<file path="src/rtl/apb_pkg.sv">
// Shared definitions for the APB command initiator: FSM state encoding,
// default bus widths and the width of the optional timeout counter.
package apb_pkg;

   localparam int APB_DWIDTH_DEF = 32;
   localparam int ADDR_WIDTH_DEF = 17;
   localparam int TMO_CNT_WIDTH  = 16;

   // Transfer state encoding (kept as plain constants for legacy tools)
   localparam logic [1:0] ST_IDLE   = 2'd0;
   localparam logic [1:0] ST_SETUP  = 2'd1;
   localparam logic [1:0] ST_ACCESS = 2'd2;
   localparam logic [1:0] ST_RESP   = 2'd3;

endpackage

</file>
<file path="src/rtl/apb_timeout_counter.sv">
// Counts ACCESS wait cycles. tc is raised during the wait cycle whose
// increment would bring the count to LIMIT, so the initiator can abort on
// that same edge and no transfer spends more than LIMIT cycles with PREADY low.
module apb_timeout_counter
   import apb_pkg::*;
#(
   parameter int LIMIT = 255
) (
   input  logic clk,
   input  logic rst_n,
   input  logic clear,
   input  logic enable,
   output logic tc
);

   localparam logic [TMO_CNT_WIDTH-1:0] LAST = TMO_CNT_WIDTH'(LIMIT - 1);
   localparam logic [TMO_CNT_WIDTH-1:0] ONE  = TMO_CNT_WIDTH'(1);

   logic [TMO_CNT_WIDTH-1:0] cnt_r;

   // Wait-cycle counter: cleared before each ACCESS phase, counts PREADY-low cycles
   always_ff @(posedge clk or negedge rst_n) begin
      if (!rst_n) begin
         cnt_r <= {TMO_CNT_WIDTH{1'b0}};
      end else if (clear) begin
         cnt_r <= {TMO_CNT_WIDTH{1'b0}};
      end else if (enable) begin
         cnt_r <= cnt_r + ONE;
      end else begin
         cnt_r <= cnt_r;
      end
   end

   assign tc = enable && (cnt_r == LAST);

endmodule

</file>
<file path="src/rtl/apb_cmd_initiator.sv">
// APB3 initiator: turns a valid/ready command into one APB transfer and
// returns read data / error status on a valid/ready response port.
// One transfer outstanding at a time. Define APB_TIMEOUT_EN to abort
// transfers whose slave keeps PREADY low for TIMEOUT_CYCLES cycles.
module apb_cmd_initiator
   import apb_pkg::*;
#(
   parameter int APB_DWIDTH     = APB_DWIDTH_DEF,
   parameter int ADDR_WIDTH     = ADDR_WIDTH_DEF,
   parameter int TIMEOUT_CYCLES = 255
) (
   input  logic                  PCLK,
   input  logic                  PRESETN,
   input  logic                  cmd_valid,
   output logic                  cmd_ready,
   input  logic                  cmd_write,
   input  logic [ADDR_WIDTH-1:0] cmd_addr,
   input  logic [APB_DWIDTH-1:0] cmd_wdata,
   output logic                  rsp_valid,
   input  logic                  rsp_ready,
   output logic [APB_DWIDTH-1:0] rsp_rdata,
   output logic                  rsp_err,
   output logic                  PSEL,
   output logic                  PENABLE,
   output logic                  PWRITE,
   output logic [ADDR_WIDTH-1:0] PADDR,
   output logic [APB_DWIDTH-1:0] PWDATA,
   input  logic [APB_DWIDTH-1:0] PRDATA,
   input  logic                  PREADY,
   input  logic                  PSLVERR
);

   // Reject unsupported configurations at elaboration time
   generate
      if (!(APB_DWIDTH == 8 || APB_DWIDTH == 16 || APB_DWIDTH == 24 || APB_DWIDTH == 32)) begin : g_bad_dwidth
         $error("apb_cmd_initiator: APB_DWIDTH must be 8, 16, 24 or 32");
      end
      if (TIMEOUT_CYCLES < 1 || TIMEOUT_CYCLES > 65535) begin : g_bad_timeout
         $error("apb_cmd_initiator: TIMEOUT_CYCLES must be in 1..65535");
      end
   endgenerate

   logic [1:0]            state_r,     state_nxt_s;
   logic                  psel_r,      psel_nxt_s;
   logic                  penable_r,   penable_nxt_s;
   logic                  pwrite_r,    pwrite_nxt_s;
   logic [ADDR_WIDTH-1:0] paddr_r,     paddr_nxt_s;
   logic [APB_DWIDTH-1:0] pwdata_r,    pwdata_nxt_s;
   logic                  rsp_valid_r, rsp_valid_nxt_s;
   logic [APB_DWIDTH-1:0] rsp_rdata_r, rsp_rdata_nxt_s;
   logic                  rsp_err_r,   rsp_err_nxt_s;
   logic                  tmo_hit_s;

`ifdef APB_TIMEOUT_EN
   logic tmo_clear_s;
   logic tmo_en_s;

   assign tmo_clear_s = (state_r == ST_SETUP);
   assign tmo_en_s    = (state_r == ST_ACCESS) && !PREADY;

   apb_timeout_counter #(
      .LIMIT (TIMEOUT_CYCLES)
   ) u_timeout (
      .clk    (PCLK),
      .rst_n  (PRESETN),
      .clear  (tmo_clear_s),
      .enable (tmo_en_s),
      .tc     (tmo_hit_s)
   );
`else
   assign tmo_hit_s = 1'b0;
`endif

   // Next-state and next-output decode for the transfer FSM
   always_comb begin
      state_nxt_s     = state_r;
      psel_nxt_s      = psel_r;
      penable_nxt_s   = penable_r;
      pwrite_nxt_s    = pwrite_r;
      paddr_nxt_s     = paddr_r;
      pwdata_nxt_s    = pwdata_r;
      rsp_valid_nxt_s = rsp_valid_r;
      rsp_rdata_nxt_s = rsp_rdata_r;
      rsp_err_nxt_s   = rsp_err_r;

      case (state_r)
         ST_IDLE: begin
            if (cmd_valid) begin
               state_nxt_s  = ST_SETUP;
               psel_nxt_s   = 1'b1;
               pwrite_nxt_s = cmd_write;
               paddr_nxt_s  = cmd_addr;
               pwdata_nxt_s = cmd_wdata;
            end else begin
               state_nxt_s  = ST_IDLE;
            end
         end
         ST_SETUP: begin
            state_nxt_s   = ST_ACCESS;
            penable_nxt_s = 1'b1;
         end
         ST_ACCESS: begin
            if (PREADY) begin
               state_nxt_s     = ST_RESP;
               psel_nxt_s      = 1'b0;
               penable_nxt_s   = 1'b0;
               rsp_valid_nxt_s = 1'b1;
               rsp_rdata_nxt_s = pwrite_r ? {APB_DWIDTH{1'b0}} : PRDATA;
               rsp_err_nxt_s   = PSLVERR;
            end else if (tmo_hit_s) begin
               // Slave never answered: abort with an error and no data
               state_nxt_s     = ST_RESP;
               psel_nxt_s      = 1'b0;
               penable_nxt_s   = 1'b0;
               rsp_valid_nxt_s = 1'b1;
               rsp_rdata_nxt_s = {APB_DWIDTH{1'b0}};
               rsp_err_nxt_s   = 1'b1;
            end else begin
               state_nxt_s     = ST_ACCESS;
            end
         end
         ST_RESP: begin
            if (rsp_ready) begin
               state_nxt_s     = ST_IDLE;
               rsp_valid_nxt_s = 1'b0;
            end else begin
               state_nxt_s     = ST_RESP;
            end
         end
         default: begin
            state_nxt_s     = ST_IDLE;
            psel_nxt_s      = 1'b0;
            penable_nxt_s   = 1'b0;
            rsp_valid_nxt_s = 1'b0;
         end
      endcase
   end

   // State and output registers; reset drops the bus and discards any response
   always_ff @(posedge PCLK or negedge PRESETN) begin
      if (!PRESETN) begin
         state_r     <= ST_IDLE;
         psel_r      <= 1'b0;
         penable_r   <= 1'b0;
         pwrite_r    <= 1'b0;
         paddr_r     <= {ADDR_WIDTH{1'b0}};
         pwdata_r    <= {APB_DWIDTH{1'b0}};
         rsp_valid_r <= 1'b0;
         rsp_rdata_r <= {APB_DWIDTH{1'b0}};
         rsp_err_r   <= 1'b0;
      end else begin
         state_r     <= state_nxt_s;
         psel_r      <= psel_nxt_s;
         penable_r   <= penable_nxt_s;
         pwrite_r    <= pwrite_nxt_s;
         paddr_r     <= paddr_nxt_s;
         pwdata_r    <= pwdata_nxt_s;
         rsp_valid_r <= rsp_valid_nxt_s;
         rsp_rdata_r <= rsp_rdata_nxt_s;
         rsp_err_r   <= rsp_err_nxt_s;
      end
   end

   assign cmd_ready = (state_r == ST_IDLE);
   assign PSEL      = psel_r;
   assign PENABLE   = penable_r;
   assign PWRITE    = pwrite_r;
   assign PADDR     = paddr_r;
   assign PWDATA    = pwdata_r;
   assign rsp_valid = rsp_valid_r;
   assign rsp_rdata = rsp_rdata_r;
   assign rsp_err   = rsp_err_r;

endmodule

</file>
<file path="config.mk">
export PLATFORM = sky130hd
export DESIGN_NAME = apb_cmd_initiator
export DESIGN_NICKNAME = d
export VERILOG_FILES = /design/src/rtl/apb_pkg.sv /design/src/rtl/apb_timeout_counter.sv /design/src/rtl/apb_cmd_initiator.sv
export SDC_FILE = /design/constraint.sdc
export NUM_CORES = 1
export LEC_CHECK = 0
export ABC_AREA = 0
export CAP_MARGIN = 10
export CORE_MARGIN = 10
export CORE_UTILIZATION = 40
export DETAILED_ROUTE_END_ITERATION = 8
export PLACE_DENSITY_LB_ADDON = 0.05
export SLEW_MARGIN = 25
export SYNTH_ARGS = -nofsm -noshare
export SYNTH_HDL_FRONTEND = slang
export SYNTH_HIERARCHICAL = 1
export SYNTH_SLANG_ARGS = --single-unit
</file>
<file path="constraint.sdc">
create_clock -name PCLK -period 1.6 [get_ports PCLK]
set_input_delay 0.32 -clock PCLK [delete_from_list [all_inputs] [get_ports PCLK]]
set_output_delay 0.32 -clock PCLK [all_outputs]
set_load 0.01 [all_outputs]
</file>
Word-level counts from Yosys, hierarchy flattened
Cells that the tools add are included.

operators by class
  multiplexer cells = 12
  equality and inequality tests = 6
  reduce and logical (&&, ||, !) cells = 9

operators with widths
  kind                  count
  $mux W32              1
  $pmux W2 S4           1
  $mux W1               6
  $ne A2 B2 Y1 const B  3
  $pmux W1 S2           3
  $reduce_and A2 Y1     3
  $reduce_and A3 Y1     2
  $reduce_bool A2 Y1    3
  $eq A2 B2 Y1 const B  2
  $eq A2 B1 Y1 const B  1
  $logic_not A2 Y1      1
  $mux W2               1

word-level totals
  input bits = 88
  bits in registers = 88
  logic and storage cells = 36

Logic depth before layout (Yosys ltp)
  depth after elaboration = 3
  mapped depth = 6

Least setup slack after synthesis
OpenSTA, ideal clock, no wires.

  path type = reg2reg
  from = register state_r[1]
  to = register paddr_r[0] (netlist: PADDR[0])
  path slack = 0.074 ns
  library setup time = 0.125 ns
  data required time = 1.475 ns
  buffers on the path = 3
  clock period less this slack = 1.526 ns
  arrival time = 1.401 ns
  stages on the path, launching flop included = 7
  path through = dfrtp_1 > buf_2 > nor2_2 > and2_4 > buf_6 > buf_12 > mux2_4

on the way
  longest elaborated chain between the ends = 2

RTL lines
  what                                RTL line                  text
  start: declaration                  apb_cmd_initiator.sv:43   logic [1:0] state_r, state_nxt_s;
  start signal: assignment            apb_cmd_initiator.sv:152  state_r <= state_nxt_s;
  $logic_not A2 Y1                    --
  net cmd_ready                       apb_cmd_initiator.sv:15   output logic cmd_ready,
  $reduce_and A2 Y1 (no source line)  --
  end signal: assignment              apb_cmd_initiator.sv:146  paddr_r <= {ADDR_WIDTH{1'b0}};
  end signal: assignment              apb_cmd_initiator.sv:156  paddr_r <= paddr_nxt_s;
  end: declaration                    apb_cmd_initiator.sv:47   logic [ADDR_WIDTH-1:0] paddr_r, paddr_nxt_s;

The timed path passes the listed nets, and every way through them passes these cells.
A chain may end at the register's enable or synchronous reset.

Worst setup path after layout
  from = register pwdata_r[19] (netlist: PWDATA[19])
  to = output port PWDATA[19]

RTL lines
  what                      RTL line                  text
  start: declaration        apb_cmd_initiator.sv:48   logic [APB_DWIDTH-1:0] pwdata_r, pwdata_nxt_s;
  start signal: assignment  apb_cmd_initiator.sv:147  pwdata_r <= {APB_DWIDTH{1'b0}};
  start signal: assignment  apb_cmd_initiator.sv:157  pwdata_r <= pwdata_nxt_s;
  end: declaration          apb_cmd_initiator.sv:27   output logic [APB_DWIDTH-1:0] PWDATA,

No word-level cell between the ends.

==> metrics.md <==
| Metric | Value |
|---|---|
| Post-synthesis register bit count | 88 |
| HPWL after detailed placement | between 7000 and 8000 µm |
| DRC violation count after routing | 0 |
| Cells after synthesis | 273 |
| Initial antenna violation count | 0 |
| Synthesis-to-finish area growth | 56.98% |
| Starting density of the core | 40.55% |
| All-Layer GR Usage | roughly 15% |
| # Max-Cap Violations | 0 |
| Overall overflow remaining after global route | 0 |
| Portion of the post-synthesis area used by sequential elements | ~59% |
| Detailed Route Iter0 Violations | 77 |
| Sort of element at the start of the critical path | flip-flop |
| TritonCTS clock tree | built |
| Area share of the leading cell type in the synthesized netlist | 59.34% |
| Critical path's top delay family | buffers and inverters |
| Hold Crit Class | in -> async |
| Routed wirelength normalized by instance count | about 18 µm |
| Via total after detailed routing | roughly 2600 |
| CP Cell Sequence | clkdlybuf4s50_1 |
| Final critical path time including I/O delays and setup | 1.548 ns |
| Peak supply drop | 0.0007921 V |
| Worst skew pair latency | 0.34 ns |
| Buffers from clock root to sink, at most | 2 |
| Number of diodes | 0 |
| Synth Area per Inst | 13.59 µm² |
| Endpoint kind of the worst setup timing path | output pin |
| Tightest Pin Transition | about 0.47 ns |
| Distinct cell type count after synthesis | 19 |
| Data required time of the worst path | 1.28 ns |
| Leakage | 3.188 nW |
| Buffers plus inverters on the worst setup path | 1 |
| Result of the run | completed |
| Pin count of the biggest net entering global routing | 89 |
| Cell type of the slowest stage on the worst timing path | sky130_fd_sc_hd__clkdlybuf4s50_1 |
| Critical path fanouts, max | 2 |
| Fraction of final layout cells sized beyond drive strength 1 | 16.59% |
| Die Footprint | 13530 µm² |
| Warnings from Yosys | 6 |
| DRT Wirelength | 10060 µm |
| Total negative slack for setup checks | 0 ns |
| Design area | 5826 µm² |
| Root Buffer | sky130_fd_sc_hd__clkbuf_8 |
| H-tree lvl count | 3 |
| Most common library cell in the layout ignoring fill and taps | sky130_fd_sc_hd__clkdlybuf4s50_1 |
| Horiz. Die Dim | 116.3 µm |
| Via-to-Cell Ratio | 4.627 |
| Clock-pin slew of the registers on the worst-case setup and hold paths | 0.09 ns |
| Delay of the slowest cell on the worst path | roughly 0.55 ns |
| Type of the worst setup path | reg -> out |
| Via count of the first global-routing pass | roughly 2900 |
| Arr. time, crit path | 1.23 ns |
| Placed cell areas | 5540 µm² |
| Final setup violation count | 0 |
| Clock Sink Count | 88 |
| Maximum achievable frequency | 0.6461 GHz |
| Final max-slew violation count | 0 |
| Final hold slack | 0.003071 ns |
| Final Skew | approximately 0.0093 ns |
| Die span in y | 116.3 µm |
| Final setup slack of the worst path | 0.05218 ns |
| Power, Total | 10.23 mW |
| Ratio of final minimum period to clock period | 96.74% |
| First-pass GRT wire length | 15510 µm |
| Biggest area contributors in the synthesized netlist | sky130_fd_sc_hd__dfrtp_1 (59%), sky130_fd_sc_hd__mux2_4 (20%), sky130_fd_sc_hd__nand2b_1 (5.4%), sky130_fd_sc_hd__o21ai_0 (4.7%), sky130_fd_sc_hd__nand2_1 (3.6%) |
| RSZ-0062 raised after global routing | no |
| Post-detailed-route count of antenna-violating nets | 0 |
| Iteration count of the initial detailed-routing pass | 4 |
| Count of input and output buffers | 174 |
| P per Cell Area | 1756 nW/µm² |
| Weighted congestion at the end of routability-driven global placement | 0.7648 |
| IO Count | 175 |
| Layout Nets | 537 |
| Layout fillers | between 700 and 800 |
| CORE AREA | 9153 µm² |
| Mapped Area | 3711 µm² |
| Place WS | -0.1410 ns |
| Most area-hungry cell type in the Yosys netlist | sky130_fd_sc_hd__dfrtp_1 |
| Num rows | 35 |
| Number of clock buffers inserted by TritonCTS | 9 |
| Number of endpoints with negative hold slack in the final report | 0 |
| Total nets after synthesis | roughly 360 |
| Commonest non-fill, non-tap cells in the layout | sky130_fd_sc_hd__clkdlybuf4s50_1 (90), sky130_fd_sc_hd__dfrtp_1 (88), sky130_fd_sc_hd__dlymetal6s2s_1 (57) |
| Worst relative slew slack | roughly two thirds |
==> stage by stage <==
stage	instances	util, %
floorplan	273	-
global placement	549	60.53
detailed placement	549	60.53
CTS	563	62.09
global route	563	63.65
finish	563	63.65
==> power by group <==
group	leakage, nW	total [mW]	switching, mW	internal [mW]
logic	2.03	4.99	2.01	2.98
clock network	0.0880	1.43	0.729	0.701
registers	1.07	3.81	0.521	3.29
==> sequential cells by signal, summed over array words and instances, names as in the netlist <==
name and count:
PWDATA 32, rsp_rdata 32, rsp_err 1, state_r 2, PENABLE 1, rsp_valid 1
PSEL 1, PWRITE 1, PADDR 17
==> final timing paths <==
check | start | endpoint | slack (ns) | cells after the start
max | PWDATA[19] | PWDATA[19] | 0.05 | 1
max reg2reg | state_r[1] | rsp_rdata[27] | 0.17 | 4
min | PRESETN | PADDR[13] | 0.003 | 2
min in group PCLK | rsp_rdata[18] | rsp_rdata[18] | 0.48 | 2
max in group asynchronous | PRESETN | PWDATA[26] | 1.22 | 2
min reg2reg | rsp_rdata[18] | rsp_rdata[18] | 0.48 | 2
==> metal layers <==
| layer | routed length [µm] | track usage (%) | part of all wire [%] |
|---|---|---|---|
| met5 | 0 | 0 | 0 |
| met4 | 156 | 5.755 | 1.6 |
| met3 | 1059 | 6.831 | 11 |
| met2 | 4754 | 23.34 | 47 |
| met1 | 4092 | 17.28 | 41 |
==> area by class of cell <==
class / instances / area, µm² / share of cell area [%]
well taps: 111 / 138.9 / 2.384
flip-flops and latches: 88 / 2202 / 37.80
multi-input cells: 165 / 1339 / 22.98
repair buffers: 182 / 1959 / 33.63
clock buffers: 10 / 127.6 / 2.191
inverters: 3 / 11.26 / 0.1933
clock inverters: 4 / 47.55 / 0.8162
==> cells in the mapped netlist <==
| master | n |
|---|---|
| sky130_fd_sc_hd__buf_6 | 1 |
| sky130_fd_sc_hd__mux2_2 | 1 |
| sky130_fd_sc_hd__nand2_1 | 36 |
| sky130_fd_sc_hd__dfrtp_1 | 88 |
| sky130_fd_sc_hd__mux2_4 | 50 |
| sky130_fd_sc_hd__o21ai_0 | 35 |
| sky130_fd_sc_hd__inv_1 | 3 |
| sky130_fd_sc_hd__buf_2 | 5 |
| sky130_fd_sc_hd__nand3b_1 | 1 |
| sky130_fd_sc_hd__a21oi_1 | 4 |
| sky130_fd_sc_hd__clkbuf_1 | 5 |
| sky130_fd_sc_hd__nor2_2 | 1 |
| sky130_fd_sc_hd__nor2_1 | 2 |
| sky130_fd_sc_hd__buf_1 | 1 |
| sky130_fd_sc_hd__and2_4 | 1 |
| sky130_fd_sc_hd__o22ai_1 | 1 |
| sky130_fd_sc_hd__nand2b_1 | 32 |
| sky130_fd_sc_hd__mux2i_1 | 1 |
| sky130_fd_sc_hd__buf_12 | 5 |
==> logic make-up (layout without fill, tap and decap cells) <==
group                  count (synthesis)  in the layout  synth area share (%)
DFF                                   88             88                 59.34
and+or+nand+nor                       73             73                 9.845
muxes                                 52             52                 20.80
AOI/OAI and AO/OA                     40             40                 5.428
buffers and inverters                 20            199                 4.585
==> what timing repair did <==
action                                  in CTS  in global routing
setup buffers                                0                  0
cloned                                       0                  0
hold buffers                                 0                  0
endpoints found under the setup margin      26                 57
resized for setup                           26                 57
(Power assumes the default switching activity.)
